## src/rtl/wb_bus_arbiter.sv

```systemverilog
// Result write-back bus arbiter.
// Each execution unit parks one finished result in a private one-entry slot.
// A round-robin scheduler moves one slot per cycle onto the registered
// broadcast bus (enable, tag, register address, data, one-hot grant).
module wb_bus_arbiter #(
  parameter int N_REQ  = 3,
  parameter int DATA_W = 32,
  parameter int ADDR_W = 5,
  parameter int TAG_W  = 2
) (
  input  logic                     clk,
  input  logic                     rst,
  input  logic                     flush,
  input  logic [N_REQ-1:0]         req_valid,
  output logic [N_REQ-1:0]         req_ready,
  input  logic [N_REQ*ADDR_W-1:0]  req_addr,
  input  logic [N_REQ*DATA_W-1:0]  req_data,
  output logic                     bus_en,
  output logic [TAG_W-1:0]         bus_tag,
  output logic [ADDR_W-1:0]        bus_addr,
  output logic [DATA_W-1:0]        bus_data,
  output logic [N_REQ-1:0]         bus_grant,
  output logic                     idle
);

  localparam int PTR_W = (N_REQ > 1) ? $clog2(N_REQ) : 1;
  // Wrap limit sized one bit wider than the pointer so ptr+offset cannot overflow.
  localparam logic [PTR_W:0] N_WRAP = (PTR_W+1)'(N_REQ);
  localparam logic [PTR_W-1:0] LAST_IDX = PTR_W'(N_REQ - 1);

  logic [N_REQ-1:0]  pend_q, pend_d;
  logic [ADDR_W-1:0] slot_addr_q [N_REQ];
  logic [DATA_W-1:0] slot_data_q [N_REQ];
  logic [PTR_W-1:0]  ptr_q, ptr_d;

  logic              bus_en_q, bus_en_d;
  logic [TAG_W-1:0]  bus_tag_q, bus_tag_d;
  logic [ADDR_W-1:0] bus_addr_q, bus_addr_d;
  logic [DATA_W-1:0] bus_data_q, bus_data_d;
  logic [N_REQ-1:0]  bus_grant_q, bus_grant_d;

  logic              win_found;
  logic [PTR_W-1:0]  win_idx;
  logic [N_REQ-1:0]  accept;

  // A slot takes a new result only while empty and no flush is discarding work.
  assign accept = req_valid & ~pend_q & {N_REQ{~flush}};

  // Round-robin search: first pending slot starting at ptr, wrapping modulo N_REQ.
  always_comb begin
    logic [PTR_W:0] cand;
    win_found = 1'b0;
    win_idx   = '0;
    cand      = '0;
    for (int k = 0; k < N_REQ; k++) begin
      cand = {1'b0, ptr_q} + (PTR_W+1)'(k);
      if (cand >= N_WRAP) cand = cand - N_WRAP;
      if (!win_found && pend_q[cand[PTR_W-1:0]]) begin
        win_found = 1'b1;
        win_idx   = cand[PTR_W-1:0];
      end
    end
  end

  // Next-state: grant drains one slot onto the bus, accepts fill empty slots,
  // flush discards all pending work without touching the pointer.
  always_comb begin
    pend_d      = pend_q;
    ptr_d       = ptr_q;
    bus_en_d    = 1'b0;
    bus_grant_d = '0;
    bus_tag_d   = bus_tag_q;
    bus_addr_d  = bus_addr_q;
    bus_data_d  = bus_data_q;
    if (flush) begin
      pend_d = '0;
    end else begin
      if (win_found) begin
        pend_d[win_idx]      = 1'b0;
        ptr_d                = (win_idx == LAST_IDX) ? '0 : win_idx + PTR_W'(1);
        bus_en_d             = 1'b1;
        bus_grant_d[win_idx] = 1'b1;
        bus_tag_d            = TAG_W'(win_idx) + TAG_W'(1);
        bus_addr_d           = slot_addr_q[win_idx];
        bus_data_d           = slot_data_q[win_idx];
      end
      // A granted slot was full, so it cannot also be accepting this edge.
      pend_d = pend_d | accept;
    end
  end

  // Control and bus registers; reset drops all pending work and any bus word.
  always_ff @(posedge clk or negedge rst) begin
    if (!rst) begin
      pend_q      <= '0;
      ptr_q       <= '0;
      bus_en_q    <= 1'b0;
      bus_tag_q   <= '0;
      bus_addr_q  <= '0;
      bus_data_q  <= '0;
      bus_grant_q <= '0;
    end else begin
      pend_q      <= pend_d;
      ptr_q       <= ptr_d;
      bus_en_q    <= bus_en_d;
      bus_tag_q   <= bus_tag_d;
      bus_addr_q  <= bus_addr_d;
      bus_data_q  <= bus_data_d;
      bus_grant_q <= bus_grant_d;
    end
  end

  // Slot payload storage; contents only matter while the pend bit is set.
  always_ff @(posedge clk) begin
    for (int i = 0; i < N_REQ; i++) begin
      if (accept[i]) begin
        slot_addr_q[i] <= req_addr[i*ADDR_W +: ADDR_W];
        slot_data_q[i] <= req_data[i*DATA_W +: DATA_W];
      end
    end
  end

  assign req_ready = ~pend_q;
  assign bus_en    = bus_en_q;
  assign bus_tag   = bus_tag_q;
  assign bus_addr  = bus_addr_q;
  assign bus_data  = bus_data_q;
  assign bus_grant = bus_grant_q;
  assign idle      = ~(|pend_q) & ~bus_en_q;

endmodule

```

## config.mk

```make
export PLATFORM = sky130hd
export DESIGN_NAME = wb_bus_arbiter
export DESIGN_NICKNAME = d
export VERILOG_FILES = /design/src/rtl/wb_bus_arbiter.sv
export SDC_FILE = /design/constraint.sdc
export NUM_CORES = 1
export LEC_CHECK = 0
export CAP_MARGIN = 20
export CORE_AREA = 2 2 160 162
export DETAILED_ROUTE_END_ITERATION = 16
export DIE_AREA = 0 0 162 164
export PLACE_DENSITY = 0.48
export SLEW_MARGIN = 10
export SYNTH_ARGS = -nofsm -noshare
export SYNTH_HDL_FRONTEND = slang
export SYNTH_SLANG_ARGS = --single-unit
```

## constraint.sdc

```tcl
create_clock -name clk -period 3.6 [get_ports clk]
set_clock_uncertainty 0.15 [all_clocks]
set_input_delay 0.72 -clock clk [delete_from_list [all_inputs] [get_ports clk]]
set_output_delay 0.72 -clock clk [all_outputs]
set_load 0.01 [all_outputs]
```

==> results.toml, run 1 <==
[die]
rows = 58
die_h_um = 164
die_w_um = 162
coreArea_um2 = 24800
pin_count = 164
start_util_pct = 23.8
die_area_um2 = 26600

[yosys]
synth_edf_count = 111
yosysTopAreaCell = "edfxtp_1"
synth_nets = 474
async_flop_share_pct = 30.2
yosysWarnings = 0
synthCells = 350
synth_top_area_share_pct = 56.4
ys_seq_elements = 159
syn-cell-area_um2 = 5910
synthTopCellsByArea = "edfxtp_1, dfrtp_1, mux2i_1"
ys_seq_area_share_pct = 76.7
postSynthAreaPerCell_um2 = 16.9
synth-main-ff-cell = "edfxtp_1"
synth_cell_types = 33

[drt]
drt_iter0_drc = 163
wl_per_cell_um = 17.9
vias_per_cell = 4.25
antenna_left = 0
drc = 0
firstDrtPassIters = 5
via_count = 3700
wirelength_mm = 15.6

[clock_network]
cts_buffer_depth = 2
cts_resized = 0
holdBufCountCts = 0
cts_tree = "built"
root_buffer = "clkbuf_16"
post_cts.repair.setup_buffers = 0
cts_made_buffers = 17
clock_sinks = 159
path_clk_slew_ps = 70
htree_num_levels = 4
clock_latency_ps = 410

[worst_setup_path]
cp.required_ps = 3740
crit_fanout = 22
end_kind = "flop"
criticalPathCategory = "flop to flop"
crit_top_cell = "mux2i_1"
startpoint_type = "flop"
crit_arrival_ps = 3300
cp_slowest_stage_delay_ps = 520
cp_cell_sequence = "inv_1, ha_1, mux2i_1, nor2_2, nor4_2, mux2i_4, buf_4, mux2i_1, o21ai_1"
rrSetupSlack_ps = 440
cp_slowest_cell = "nor4_2"

[sta]
slew_viol_final = 0
holdWs_ps = 108
hold_violations = 0
grt_setup_unrepaired = "false"
period_needed_ps = 3160
worst_pin_slew_ps = 640
slew_headroom_pct = 56.2
tns_ps = 0
finalSetupViolations = 0
fin_crit_sh_pct = 87.8
fmax_mhz = 316

[global_routing]
grt_first_pass_wirelength_mm = 23.7
antenna_found_initial = 0
grt.overflow.total = 0
grt_usage_pct = 12.1
grt_start_max_net_pins = 33
grt_pass1_vias = 4050

[power_and_ir_drop]
power_frac_comb_pct = 34.1
ir_drop_uv = 355
intPower_mw = 4.46
p_seq_share_pct = 38.5
power_density_nw_per_um2 = 763
net-switching-power_mw = 2.11
switching_share_pct = 32.1
leakage_nw = 3.30
clockPowerShare_pct = 27.4

[final_layout]
area_growth_pct = 45.6
antenna_cells = 0
final_cells = 871
layout.cells.most_common_list = "clkdlybuf4s50_1, edfxtp_1, dfrtp_1"
drive_gt1_share_pct = 10.4
finalNetCount = 652
final_common_cell = "clkdlybuf4s50_1"

[run_status]
status = "finished, final reports clean"

[place]
place_hpwl_mm = 10.6
gp_congestion = 0.726
portBuffers = 163
placed_cells = 839

[min_path]
hold_path.class = "primary input to asynchronous set/reset pin"

[job]
maxCapViolations = 0
==> power groups by stage <==
| stage | registers, mW | logic [mW] | clock network, mW |
|---|---|---|---|
| after floorplan | 2.62 | 1.13 | 0 |
| after global placement | 2.56 | 2.24 | 0 |
| after detailed placement | 2.57 | 2.30 | 0 |
| after CTS | 2.54 | 2.30 | 1.86 |
| after global routing | 2.57 | 2.47 | 1.94 |
| final | 2.53 | 2.24 | 1.80 |
==> flip-flops by register name, summed over array words and instances (netlist names) <==
name         flops
bus_addr         5
bus_data        32
bus_en           1
bus_grant        3
bus_tag          2
pend_q           3
ptr_q            2
slot_addr_q     15
slot_data_q     96
==> Yosys cell counts (4+ instances only) <==
cell / number
edfxtp_1: 111
dfrtp_1: 48
mux2i_1: 40
a22oi_1: 37
o21ai_1: 30
inv_1: 10
nand2_1: 10
o21ai_0: 9
clkbuf_1: 8
and3_1: 7
ha_1: 7
buf_2: 4
==> kinds of logic (layout without fill, tap and decap cells) <==
group / Yosys count / after routing / share of synthesized area (%)
flops: 159 / 159 / 76.7
compound gates: 91 / 91 / 10.3
mux: 40 / 40 / 6.78
buf+inv: 27 / 218 / 2.18
simple gates: 26 / 26 / 2.50
fa+ha+maj: 7 / 7 / 1.48
==> path summary, 6_finish.rpt <==
kind                                    from           end  cells past startpoint
setup / recovery                    ptr_q[1]  bus_data[21]                      9
hold / removal                           rst  bus_data[30]                      1
setup reg to reg                    ptr_q[1]  bus_data[21]                      9
hold reg to reg            slot_data_q[2][0]   bus_data[0]                      2
max in group asynchronous                rst   bus_addr[2]                      2
min in group clk           slot_data_q[2][0]   bus_data[0]                      2
==> worst max-delay path: cells and delay by family (launching register included) <==
kind / cells / cell delay (ps)
DFF: 1 / 420
and+or+nand+nor: 2 / 650
muxes: 3 / 910
buffers and inverters: 2 / 490
adders and majority gates: 1 / 300
AOI/OAI and AO/OA: 1 / 80
==> metal layers <==
layer	GRT usage [%]	share of wire [%]	vias up
li1	-	-	1718
met1	15.5	44	1854
met2	20.3	50	120
met3	3.38	4.5	8
met4	3.30	0.69	0
met5	0	0	-
==> metrics by stage <==
| stage | cell area (µm²) | power (mW) | worst slack [ps] | util (%) |
|---|---|---|---|---|
| after global placement | 8020 | 4.80 | 722 | 32.3 |
| after global routing | 8600 | 6.97 | 330 | 34.7 |
| final | 8600 | 6.57 | 440 | 34.7 |
| after floorplan | 5910 | 3.76 | 1080 | - |
| after CTS | 8600 | 6.69 | 496 | 34.7 |
| after detailed placement | 8020 | 4.86 | 497 | 32.3 |
==> cell type report <==
class,instances,area [µm²]
clock buffer,17,425
sequential,159,4530
clock inverter,15,158
tap,330,413
multi-input combinational,164,1270
inverter,12,45.0
timing repair buffer,174,1760
fill,2450,16200
Power figures use the tool's default switching activity.
==> run 2, diff against run 1 <==
RECOVER_POWER = 100   (was not set)
REMOVE_ABC_BUFFERS = 1   (was not set)
SLEW_MARGIN = not set   (was 10)
==> run 2 against run 1 <==
Net effect: die area unchanged; cell count rose by 0.46%; sequential cell count stayed put; core utilization is 0.17 points lower; largest power group unchanged; combinational power decreased by 7%; sequential power is essentially flat; first-iteration DRC count up 8.6%; non-clock buffer count up 1; wire length grew 0.84%; critical endpoint is now slot_data_q[2][15]; power down 3.4%; maximum frequency grew 0.32%; worst setup slack better by 10 ps.
==> results.toml, run 2 (synthesis gave the netlist of run 1 again) <==
[run_status]
status = "finished, final reports clean"

[global_routing]
grt.overflow.total = 0
top_usage_layer = "met2"
grt_first_pass_wirelength_mm = 23.8
globalRouteMet2Util_pct = 20.5
grt_start_max_net_pins = 39
grt_usage_pct = 12.2
grt_use_met3_pct = 3.48
grt_pass1_vias = 4002
use_met1_pct = 15.4
antenna_found_initial = 5

[worst_setup_path]
crit_fanout = 25
rrSetupSlack_ps = 480
crit_arrival_ps = 3040
cp.required_ps = 3490
r2r-start = "ptr_q[0]"
end_kind = "flop"
reg2reg_depth = 10
startpoint_type = "primary input"
criticalPathCategory = "primary input to flop"
timing.rr.end = "bus_data[21]"

[clock_network]
root_buffer = "clkbuf_16"
post_cts.repair.setup_buffers = 0
cts_tree = "built"
clock_sinks = 159
htree_num_levels = 4
clock_latency_ps = 420
path_clk_slew_ps = 60
cts_resized = 0
holdBufCountCts = 0
cts_made_buffers = 17
cts_buffer_depth = 2

[final_layout]
largest_reg_flops = 96
largest_register = "slot_data_q"
area_growth_pct = 44.9
drive_gt1_share_pct = 8.67
final_common_cell = "dlygate4sd3_1"
finalNetCount = 653
layout.cells.most_common_list = "dlygate4sd3_1, edfxtp_1, dfrtp_1"

[min_path]
hold_path.class = "primary input to asynchronous set/reset pin"

[place]
dp_slack_ps = 641
portBuffers = 163
gp_congestion = 0.767
place_hpwl_mm = 10.4

[die]
coreArea_um2 = 24800
die_w_um = 162
start_util_pct = 23.8
rows = 58
die_h_um = 164
pin_count = 164
die_area_um2 = 26600

[job]
maxCapViolations = 0

[drt]
wirelength_mm = 15.7
vias_per_cell = 4.19
drt_iter0_drc = 177
via_count = 3666
antenna_left = 0
wl_per_cell_um = 17.9
drc = 0
firstDrtPassIters = 4

[power_and_ir_drop]
leakage_nw = 3.36
ir_drop_uv = 468
power_density_nw_per_um2 = 741
power_mw = 6.34

[sta]
slew_viol_final = 0
fin_crit_sh_pct = 87.5
fmax_mhz = 318
period_needed_ps = 3150
slew_headroom_pct = 6.26
hold_violations = 0
grt_setup_unrepaired = "false"
holdWs_ps = 321
tns_ps = 0
finalSetupViolations = 0
setup_slack_ps = 450
worst_pin_slew_ps = 1410
-- run 2: changes by cell type in the layout (fill, tap and decap cells not counted), sizes merged --
cell and change:
clkbuf +11, bufinv -1, clkinv +1, clkdlybuf4s50 -159, buf -8, diode +3
clkinvlp -1, dlygate4sd3 +159, inv -1
-- run 2: metal layers --
metal  share of wire (%)  wire, µm
met1                  44      6960
met2                  49      7720
met3                 5.3       829
met4                0.91       143
met5                0.18        28
-- run 2: how the worst max path moves through the flow --
stage                        start                 end  slack (ps)
after floorplan           ptr_q[0]        bus_data[20]       -1360
after global placement    ptr_q[0]         bus_addr[2]         780
after detailed placement  ptr_q[0]         bus_data[0]         640
after CTS                 ptr_q[0]         bus_data[0]         620
after global routing      ptr_q[0]         bus_data[9]         230
final                        flush  slot_data_q[2][15]         450
-- run 2: layout make-up --
cell class,count,area (µm²)
inverters,12,45.0
repair buffers,175,1730
well taps,330,413
multi-input cells,164,1270
fillers,2433,16300
clock inverters,13,129
clock buffers,19,443
diodes,3,7.51
flip-flops and latches,159,4530
-- run 2: critical path, stage by stage --
cell and delay [ps]:
dlygate4sd3_1 540, clkinv_1 190, and3_1 810, clkbuf_2 760
-- run 2: power by group --
part,switching [mW],internal [mW],total [mW]
sequential,0.185,2.34,2.52
combinational,1.12,0.963,2.09
clock,0.750,0.985,1.74
total,2.06,4.29,6.34
-- run 2: through the flow --
stage	area, µm²	utilization (%)	cells
6_report	8560	34.5	875
5_1_grt	8560	34.5	874
4_1_cts	8590	34.6	871
3_5_place_dp	8020	32.3	839
3_3_place_gp	8020	32.3	839
2_1_floorplan	5830	-	335
